File: src/rtl/fetch_pkg.sv
// Shared types and constants for the instruction fetch unit and its tag FIFO.
package fetch_pkg;

    localparam int unsigned PC_STEP      = 4;
    // Tags carry a fixed-width PC so the FIFO type is independent of ADDR_WIDTH.
    localparam int unsigned TAG_PC_WIDTH = 64;

    typedef enum logic [1:0] {
        ST_BOOT  = 2'd0,
        ST_RUN   = 2'd1,
        ST_PAUSE = 2'd2
    } fetch_state_e;

    typedef struct packed {
        logic [TAG_PC_WIDTH-1:0] pc;
        logic                    epoch;
    } fetch_tag_t;

endpackage

File: src/rtl/fetch_tag_fifo.sv
// Small synchronous FIFO holding the {pc, epoch} tag of every in-flight IMEM request.
module fetch_tag_fifo
    import fetch_pkg::*;
#(
    parameter int unsigned DEPTH = 2,
    localparam int unsigned CNT_W = $clog2(DEPTH + 1)
) (
    input  logic             clk,
    input  logic             sync_rst_n,
    input  logic             push_i,
    input  fetch_tag_t       tag_i,
    input  logic             pop_i,
    output fetch_tag_t       tag_o,
    output logic             full_o,
    output logic             empty_o,
    output logic [CNT_W-1:0] count_o
);

    localparam int unsigned PTR_W = (DEPTH > 1) ? $clog2(DEPTH) : 1;

    fetch_tag_t       mem_q [DEPTH];
    logic [PTR_W-1:0] wr_ptr_q;
    logic [PTR_W-1:0] rd_ptr_q;
    logic [CNT_W-1:0] count_q;
    logic             do_push;
    logic             do_pop;

    function automatic logic [PTR_W-1:0] next_ptr(input logic [PTR_W-1:0] p);
        if (p == PTR_W'(DEPTH - 1)) begin
            return '0;
        end
        return p + 1'b1;
    endfunction

    assign full_o  = (count_q == CNT_W'(DEPTH));
    assign empty_o = (count_q == '0);
    assign count_o = count_q;
    assign tag_o   = mem_q[rd_ptr_q];
    assign do_push = push_i && !full_o;
    assign do_pop  = pop_i && !empty_o;

    always_ff @(posedge clk) begin
        if (do_push) begin
            mem_q[wr_ptr_q] <= tag_i;
        end
    end

    always_ff @(posedge clk) begin
        if (!sync_rst_n) begin
            wr_ptr_q <= '0;
            rd_ptr_q <= '0;
            count_q  <= '0;
        end else begin
            if (do_push) wr_ptr_q <= next_ptr(wr_ptr_q);
            if (do_pop)  rd_ptr_q <= next_ptr(rd_ptr_q);
            if (do_push && !do_pop) begin
                count_q <= count_q + 1'b1;
            end else if (do_pop && !do_push) begin
                count_q <= count_q - 1'b1;
            end
        end
    end

endmodule

File: src/rtl/fetch_unit.sv
// Instruction fetch unit: issues sequential PCs to IMEM, tags them with an epoch,
// and forwards non-stale responses to decode as a registered packet.
module fetch_unit
    import fetch_pkg::*;
#(
    parameter int unsigned          ADDR_WIDTH      = 32,
    parameter int unsigned          DATA_WIDTH      = 32,
    parameter logic [ADDR_WIDTH-1:0] RESET_PC       = '0,
    parameter int unsigned          MAX_OUTSTANDING = 2
) (
    input  logic                  clk,
    input  logic                  sync_rst_n,
    input  logic                  fetch_enable,
    input  logic                  redirect_valid,
    input  logic [ADDR_WIDTH-1:0] redirect_pc,
    output logic [ADDR_WIDTH-1:0] pc,
    output logic                  pc_valid_out,
    input  logic                  pc_ready_in,
    input  logic [DATA_WIDTH-1:0] instruction,
    input  logic                  instruction_valid_in,
    output logic                  instruction_ready_out,
    output logic [ADDR_WIDTH-1:0] fetch_pc,
    output logic [DATA_WIDTH-1:0] fetch_instruction,
    output logic                  fetch_valid_out,
    input  logic                  fetch_ready_in
);

    localparam int unsigned CNT_W = $clog2(MAX_OUTSTANDING + 1);

    fetch_state_e          state_q;
    logic [ADDR_WIDTH-1:0] pc_q, pc_d;
    logic                  epoch_q, epoch_d;
    logic [ADDR_WIDTH-1:0] fetch_pc_q, fetch_pc_d;
    logic [DATA_WIDTH-1:0] fetch_instr_q, fetch_instr_d;
    logic                  fetch_valid_q, fetch_valid_d;

    fetch_tag_t            push_tag;
    fetch_tag_t            head_tag;
    logic                  fifo_full;
    logic                  fifo_empty;
    logic [CNT_W-1:0]      fifo_count;
    logic [ADDR_WIDTH-1:0] head_pc;
    logic                  req_hs;
    logic                  resp_hs;
    logic                  head_stale;
    logic                  deliver;
    logic                  unused_bits;

    assign push_tag   = '{pc: TAG_PC_WIDTH'(pc_q), epoch: epoch_q};
    assign head_pc    = head_tag.pc[ADDR_WIDTH-1:0];
    assign head_stale = (head_tag.epoch != epoch_q);

    assign pc_valid_out = sync_rst_n && (state_q == ST_RUN) && (fifo_count != CNT_W'(MAX_OUTSTANDING));
    // Stale heads are always drained so a stalled decode never blocks recovery after a redirect.
    assign instruction_ready_out = sync_rst_n && !fifo_empty &&
                                   (head_stale || !fetch_valid_q || fetch_ready_in);
    assign req_hs  = pc_valid_out && pc_ready_in;
    assign resp_hs = instruction_valid_in && instruction_ready_out;
    assign deliver = resp_hs && !head_stale && !redirect_valid;

    fetch_tag_fifo #(
        .DEPTH (MAX_OUTSTANDING)
    ) u_tag_fifo (
        .clk        (clk),
        .sync_rst_n (sync_rst_n),
        .push_i     (req_hs),
        .tag_i      (push_tag),
        .pop_i      (resp_hs),
        .tag_o      (head_tag),
        .full_o     (fifo_full),
        .empty_o    (fifo_empty),
        .count_o    (fifo_count)
    );

    always_comb begin
        pc_d          = pc_q;
        epoch_d       = epoch_q;
        fetch_pc_d    = fetch_pc_q;
        fetch_instr_d = fetch_instr_q;
        fetch_valid_d = fetch_valid_q;
        if (redirect_valid) begin
            epoch_d       = ~epoch_q;
            pc_d          = {redirect_pc[ADDR_WIDTH-1:2], 2'b00};
            fetch_valid_d = 1'b0;
        end else begin
            if (req_hs) begin
                pc_d = pc_q + ADDR_WIDTH'(PC_STEP);
            end
            if (deliver) begin
                fetch_pc_d    = head_pc;
                fetch_instr_d = instruction;
                fetch_valid_d = 1'b1;
            end else if (fetch_valid_q && fetch_ready_in) begin
                fetch_valid_d = 1'b0;
            end
        end
    end

    always_ff @(posedge clk) begin
        if (!sync_rst_n) begin
            state_q       <= ST_BOOT;
            pc_q          <= RESET_PC;
            epoch_q       <= 1'b0;
            fetch_pc_q    <= '0;
            fetch_instr_q <= '0;
            fetch_valid_q <= 1'b0;
        end else begin
            unique case (state_q)
                ST_BOOT:  state_q <= fetch_enable ? ST_RUN : ST_PAUSE;
                ST_RUN:   if (!fetch_enable) state_q <= ST_PAUSE;
                ST_PAUSE: if (fetch_enable) state_q <= ST_RUN;
                default:  state_q <= ST_BOOT;
            endcase
            pc_q          <= pc_d;
            epoch_q       <= epoch_d;
            fetch_pc_q    <= fetch_pc_d;
            fetch_instr_q <= fetch_instr_d;
            fetch_valid_q <= fetch_valid_d;
        end
    end

    assign pc                = pc_q;
    assign fetch_pc          = fetch_pc_q;
    assign fetch_instruction = fetch_instr_q;
    assign fetch_valid_out   = fetch_valid_q;

    assign unused_bits = ^{redirect_pc[1:0], head_tag.pc, fifo_full};

    // A response with nothing outstanding means IMEM broke the protocol.
    a_no_orphan_response: assert property (@(posedge clk) disable iff (!sync_rst_n)
        !(instruction_valid_in && fifo_empty))
        else $error("fetch_unit: IMEM response with no outstanding request");

endmodule

File: config.mk
export PLATFORM = sky130hd
export DESIGN_NAME = fetch_unit
export DESIGN_NICKNAME = d
export VERILOG_FILES = /design/src/rtl/fetch_pkg.sv /design/src/rtl/fetch_tag_fifo.sv /design/src/rtl/fetch_unit.sv
export SDC_FILE = /design/constraint.sdc
export NUM_CORES = 1
export LEC_CHECK = 0
export BUFFER_PORTS_ARGS = -buffer_cell sky130_fd_sc_hd__buf_4
export CAP_MARGIN = 20
export CORE_MARGIN = 1
export CORE_UTILIZATION = 56
export DETAILED_ROUTE_END_ITERATION = 12
export PLACE_DENSITY = 0.84
export SYNTH_ARGS = -nofsm -noshare
export SYNTH_HDL_FRONTEND = slang
export SYNTH_SLANG_ARGS = --single-unit
File: constraint.sdc
create_clock -name clk -period 6.55 [get_ports clk]
set_clock_uncertainty 0.05 [all_clocks]
set_input_delay 1.31 -clock clk [delete_from_list [all_inputs] [get_ports clk]]
set_output_delay 1.31 -clock clk [all_outputs]
set_load 0.02 [all_outputs]
[Word level (Yosys, flattened, before mapping)]
Memories as Yosys holds them, arrays and structs flattened. A register that Yosys moved wholly into a read port is not among the register bits.
Cells that the tools add are included.
Word-level totals
  register bits after elaboration: 104
  memory bits (writable): 66
  input bits: 71
  logic and storage cells: 80
  memories: 1
Memory list
  u_tag_fifo.mem_q: depth 2, bits a word 33, read ports 1, clocked after memory_dff 1, write ports 1, RTL line fetch_tag_fifo.sv:21  | fetch_tag_t mem_q [DEPTH];
Cells by class
  $add $sub $neg: 5
  equal/unequal tests: 7
  multiplexer cells: 24
  bitwise operators: 3
  reductions and logical operators: 30
Operator list (number)
  32-bit 2-to-1 mux: 2
  32-bit by 3-bit adder with 32-bit output (second input constant): 1
  1-bit 2-to-1 mux: 16
  1-bit logical AND: 13
  2-bit 2-to-1 mux: 5
  1-bit zero test: 7
  2-bit inequality test (second input constant): 3
  2-bit case mux with 3 select lines: 1
  2-bit nonzero test: 3
  2-bit == test (second input constant): 2
  2-bit zero test: 2
  2-bit AND reduction: 2
  1-bit NOT: 3
  1-bit adder (second input constant): 2
  2-bit by 1-bit adder with 2-bit output (second input constant): 1
  2-bit by 1-bit == test with 1-bit output (second input constant): 1
  1-bit logical OR: 2
  2-bit OR reduction: 1
  2-bit by 1-bit subtractor with 2-bit output (second input constant): 1
  1-bit inequality test: 1

[Longest topological paths before layout]
  depth in word-level cells: 11
  mapped depth: 9
  gate-level depth less buffers: 8

[Cells and area by module]
A second synthesis with hierarchy kept.
Second synthesis, totals
  cells, all modules: 764
  area total of the unflattened synthesis: 9356.5 um^2
By module, submodules not included
  fetch_tag_fifo: instances 1, cells each 227, area each 4917.2 um^2, seq. area each 4003.8 um^2
  fetch_unit: instances 1, cells each 537, area each 4439.3 um^2, seq. area each 1961.9 um^2

[Least setup slack after synthesis]
No wires, ideal clock.
  kind: input port to flip-flop
  from: in sync_rst_n
  to: mem u_tag_fifo.mem_q[0][0] (netlist name) (enable)
  library setup time: 0.419 ns
  arrival: 3.626 ns
  slack: 2.455 ns
  stages on the path: 5
  cell sequence: clkbuf_1 nand3b_1 nor2_1 nand2_1 nor2_1
On the way
  longest elaborated chain between the ends: 6
Ends and longest elaborated chain
  from (decl): RTL line fetch_unit.sv:12  | input logic sync_rst_n,
  1-bit logical AND (2 in a row): RTL line fetch_unit.sv:53  | assign pc_valid_out = sync_rst_n && (state_q == ST_RUN) && (fifo_count != CNT_W'(MAX_OUTSTANDING));
  named net pc_valid_out: RTL line fetch_unit.sv:17  | output logic pc_valid_out,
  1-bit logical AND: RTL line fetch_unit.sv:57  | assign req_hs = pc_valid_out && pc_ready_in;
  1-bit logical AND: RTL line fetch_tag_fifo.sv:39  | assign do_push = push_i && !full_o;
  1-bit 2-to-1 mux: RTL line fetch_tag_fifo.sv:43  | if (do_push) begin
  1-bit 2-to-1 mux (not written as such): RTL line fetch_tag_fifo.sv:44  | mem_q[wr_ptr_q] <= tag_i;
  to (decl): RTL line fetch_tag_fifo.sv:21
The timed path passes the listed nets, and every way through them passes these cells.

==> results.sh <==
export IMPL_outcome="finished clean"
export IMPL_crit_arrival_ns=2.44
export IMPL_dieWidth_um=109
export IMPL_vdd_drop_max_uv=184
export IMPL_ys_flop_type="dfxtp_1"
export IMPL_critPathKind="reg2out"
export IMPL_synth_edf_count=62
export IMPL_synth_fa_ha_area_share_pct=0.392
export IMPL_io_buffers=163
export IMPL_die_y_um=109
export IMPL_fill_cells=737
export IMPL_hold_viol=0
export IMPL_wl_per_cell_um=16.5
export IMPL_vias=5020
export IMPL_antenna_found_initial=0
export IMPL_post_cts_buffers=0
export IMPL_worst_pin_slew_ns=1.01
export IMPL_die_area_um2=11800
export IMPL_grt_max_degree=59
export IMPL_wl_um=14800
export IMPL_clk_latency_ns=0.42
export IMPL_nets=819
export IMPL_critPathLaunchType="flip-flop"
export IMPL_yosys_warnings=0
export IMPL_crit_chain="mux2i_1 > xnor2_1 > o221a_2 > buf_4"
export IMPL_p_leak_uw=0.00332
export IMPL_cts_tree="done"
export IMPL_io_pins=170
export IMPL_drtIter0Drc=351
export IMPL_fin_setup_tns_ns=0
export IMPL_hp_class="reg2reg"
export IMPL_syn_inst=597
export IMPL_synth_simple_area_share_pct=17.8
export IMPL_cts_buffers=17
export IMPL_cpPeakStageDelay_ns=0.99
export IMPL_synth_top_family_by_area="simple AND/OR/NAND/NOR gates"
export IMPL_grt_util_met1_pct=30.2
export IMPL_busiest_layer="met2"
export IMPL_p_clk_share_pct=40.1
export IMPL_final_cell_mix="buf_4, dfxtp_1, nand2_1"
export IMPL_grtUsageTotal_pct=26.1
export IMPL_use_met3_pct=7.71
export IMPL_design_area_um2=8140
export IMPL_synth_compound_area_share_pct=8.25
export IMPL_p_seq_share_pct=52.1
export IMPL_synth_seq_area_share_pct=60.8
export IMPL_vias_per_cell=5.58
export IMPL_combinationalPowerShare_pct=7.7
export IMPL_drt_first_pass_iters=8
export IMPL_clock_sinks=163
export IMPL_post_route_period_util_pct=58.0
export IMPL_grt_pass1_vias=4955
export IMPL_ys_seq_elements=163
export IMPL_final_common_cell="buf_4"
export IMPL_p_sw_share_pct=22.7
export IMPL_antenna_cells=0
export IMPL_clkSlewWorstSetupHoldPaths_ns=0.06
export IMPL_grt_setup_unrepaired="no"
export IMPL_maxSlewViolCount=0
export IMPL_clockBufferDepth=2
export IMPL_core_um2=11000
export IMPL_hold_buffers=0
export IMPL_std_cell_rows=38
export IMPL_drv_cap=0
export IMPL_maxSlewHeadroom_pct=32.4
export IMPL_synthMuxAreaShare_pct=5.01
export IMPL_period_minus_slack_ns=3.80
export IMPL_drtAntennaViolNets=0
export IMPL_multiInputGateArea_um2=2270
export IMPL_gp_congestion=0.819
export IMPL_cp_data_required_time_ns=5.19
export IMPL_grt_util_met2_pct=44.6
export IMPL_avgSynthCellArea_um2=10.7
export IMPL_postPlaceCellArea_um2=7610
export IMPL_htreeDepth=4
export IMPL_synth_xor_area_share_pct=3.70
export IMPL_fmax_mhz=263
export IMPL_power_density_nw_per_um2=264
export IMPL_end_kind="primary output"
export IMPL_hpwl_um=10100
export IMPL_grt_overflow=0
export IMPL_synth_cell_area_um2=6390
export IMPL_cts_resized=0
export IMPL_p_switching_uw=488
export IMPL_p_int_uw=1660
export IMPL_async_reset_ff_share_pct=0
export IMPL_drive_gt1_share_pct=26.2
export IMPL_ys_types=45
export IMPL_root_buffer="clkbuf_16"
export IMPL_area_delta_synth_final_pct=27.4
export IMPL_cpMaxStageDelayCell="dfxtp_2"
export IMPL_grt_pass1_wl_um=23300
export IMPL_seq_area_um2=3880
export IMPL_finalSetupViolCount=0
export IMPL_route_detailed_drc=0
export IMPL_start_util_pct=58.2
export IMPL_cp_max_fo=31
==> final cells by class <==
type	instances	share of cell area (%)
Sequential cell	163	47.7
Multi-Input combinational cell	391	27.9
Timing Repair Buffer	169	15.7
Clock buffer	24	5.80
Tap cell	140	2.15
Clock inverter	8	0.477
Inverter	4	0.185
==> routing by layer <==
metal	share of wire [%]	wire, µm	vias up
met3	7.8	1160	31
met2	49	7270	201
li1	-	-	2428
met4	2.3	335	0
met5	0	0	-
met1	41	6070	2360
==> stage by stage <==
stage	hold slack, ns	std cells	total power, µW	util, %	setup slack, ns
floorplan	0.391	600	1220	-	2.45
global placement	0.392	866	1300	69.3	2.79
detailed placement	0.396	866	1300	69.3	2.68
CTS	0.406	898	2150	73.9	2.71
global route	0.421	899	2210	74.1	2.56
finish	0.405	899	2150	74.1	2.75
==> critical path, delay by kind of cell (launching register included) <==
family                 cells  cell delay, ns
AO/OA/AOI/OAI              1            0.28
XOR/XNOR                   1            0.41
multiplexers               1            0.20
buffers and inverters      1            0.14
flip-flops                 1            0.99
==> synth_stat cells (3+ instances only) <==
| cell type | number | share of area (%) |
|---|---|---|
| nor2_1 | 11 | 0.65 |
| or3_1 | 3 | 0.29 |
| edfxtp_1 | 62 | 29 |
| and3_1 | 7 | 0.69 |
| or4_1 | 3 | 0.35 |
| nor4_1 | 3 | 0.29 |
| o21ai_1 | 30 | 2.4 |
| a31oi_1 | 6 | 0.59 |
| mux2i_1 | 32 | 5.0 |
| nand3_1 | 79 | 6.2 |
| buf_2 | 4 | 0.31 |
| clkbuf_1 | 21 | 1.2 |
| nor3_1 | 6 | 0.47 |
| xnor2_1 | 16 | 2.2 |
| inv_1 | 3 | 0.18 |
| dfxtp_1 | 101 | 32 |
| buf_1 | 4 | 0.23 |
| and2_1 | 4 | 0.39 |
| nand2b_1 | 6 | 0.59 |
| buf_4 | 5 | 0.59 |
| o211a_1 | 3 | 0.47 |
| o21ai_0 | 28 | 2.2 |
| nand2_1 | 83 | 4.9 |
| buf_6 | 8 | 1.4 |
| a21oi_1 | 17 | 1.3 |
| xor2_1 | 11 | 1.5 |
| and4_1 | 6 | 0.82 |
| nand4_1 | 15 | 1.5 |
==> flip-flops by register name, indices dropped and copies added (netlist names), named ones only <==
register / cells
u_tag_fifo.count_o: 2
pc: 30
u_tag_fifo.wr_ptr_q: 1
fetch_pc: 30
fetch_instruction: 32
u_tag_fifo.rd_ptr_q: 1
epoch_q: 1
u_tag_fifo.mem_q: 62
fetch_valid_out: 1
state_q: 2
==> kinds of logic (layout without fill, tap and decap cells) <==
group,count (synthesis),after routing
AND/OR/NAND/NOR,232,232
flip-flops,163,163
AO/OA/AOI/OAI,94,94
buffers and inverters,46,205
multiplexers,32,32
XOR/XNOR,27,27
adder cells (fa/ha/maj),2,2
other,1,4
==> power groups by stage <==
stage          Clock [µW]  Sequential (µW)  Combinational (µW)
6_report              861             1120                 165
5_1_grt               913             1120                 178
4_1_cts               870             1120                 164
3_5_place_dp            0             1140                 163
3_3_place_gp            0             1140                 159
2_1_floorplan           0             1150                75.4
==> final timing paths <==
path / start / end / slack, ns / depth (start not counted)
max: flip-flop / instruction_ready_out / 2.75 / 4
min: fetch_instruction[2] / fetch_instruction[2] / 0.41 / 2
max reg2reg: flip-flop / fetch_pc[15] / 3.10 / 6
min reg2reg: fetch_instruction[2] / fetch_instruction[2] / 0.41 / 2
(Power assumes the default switching activity.)
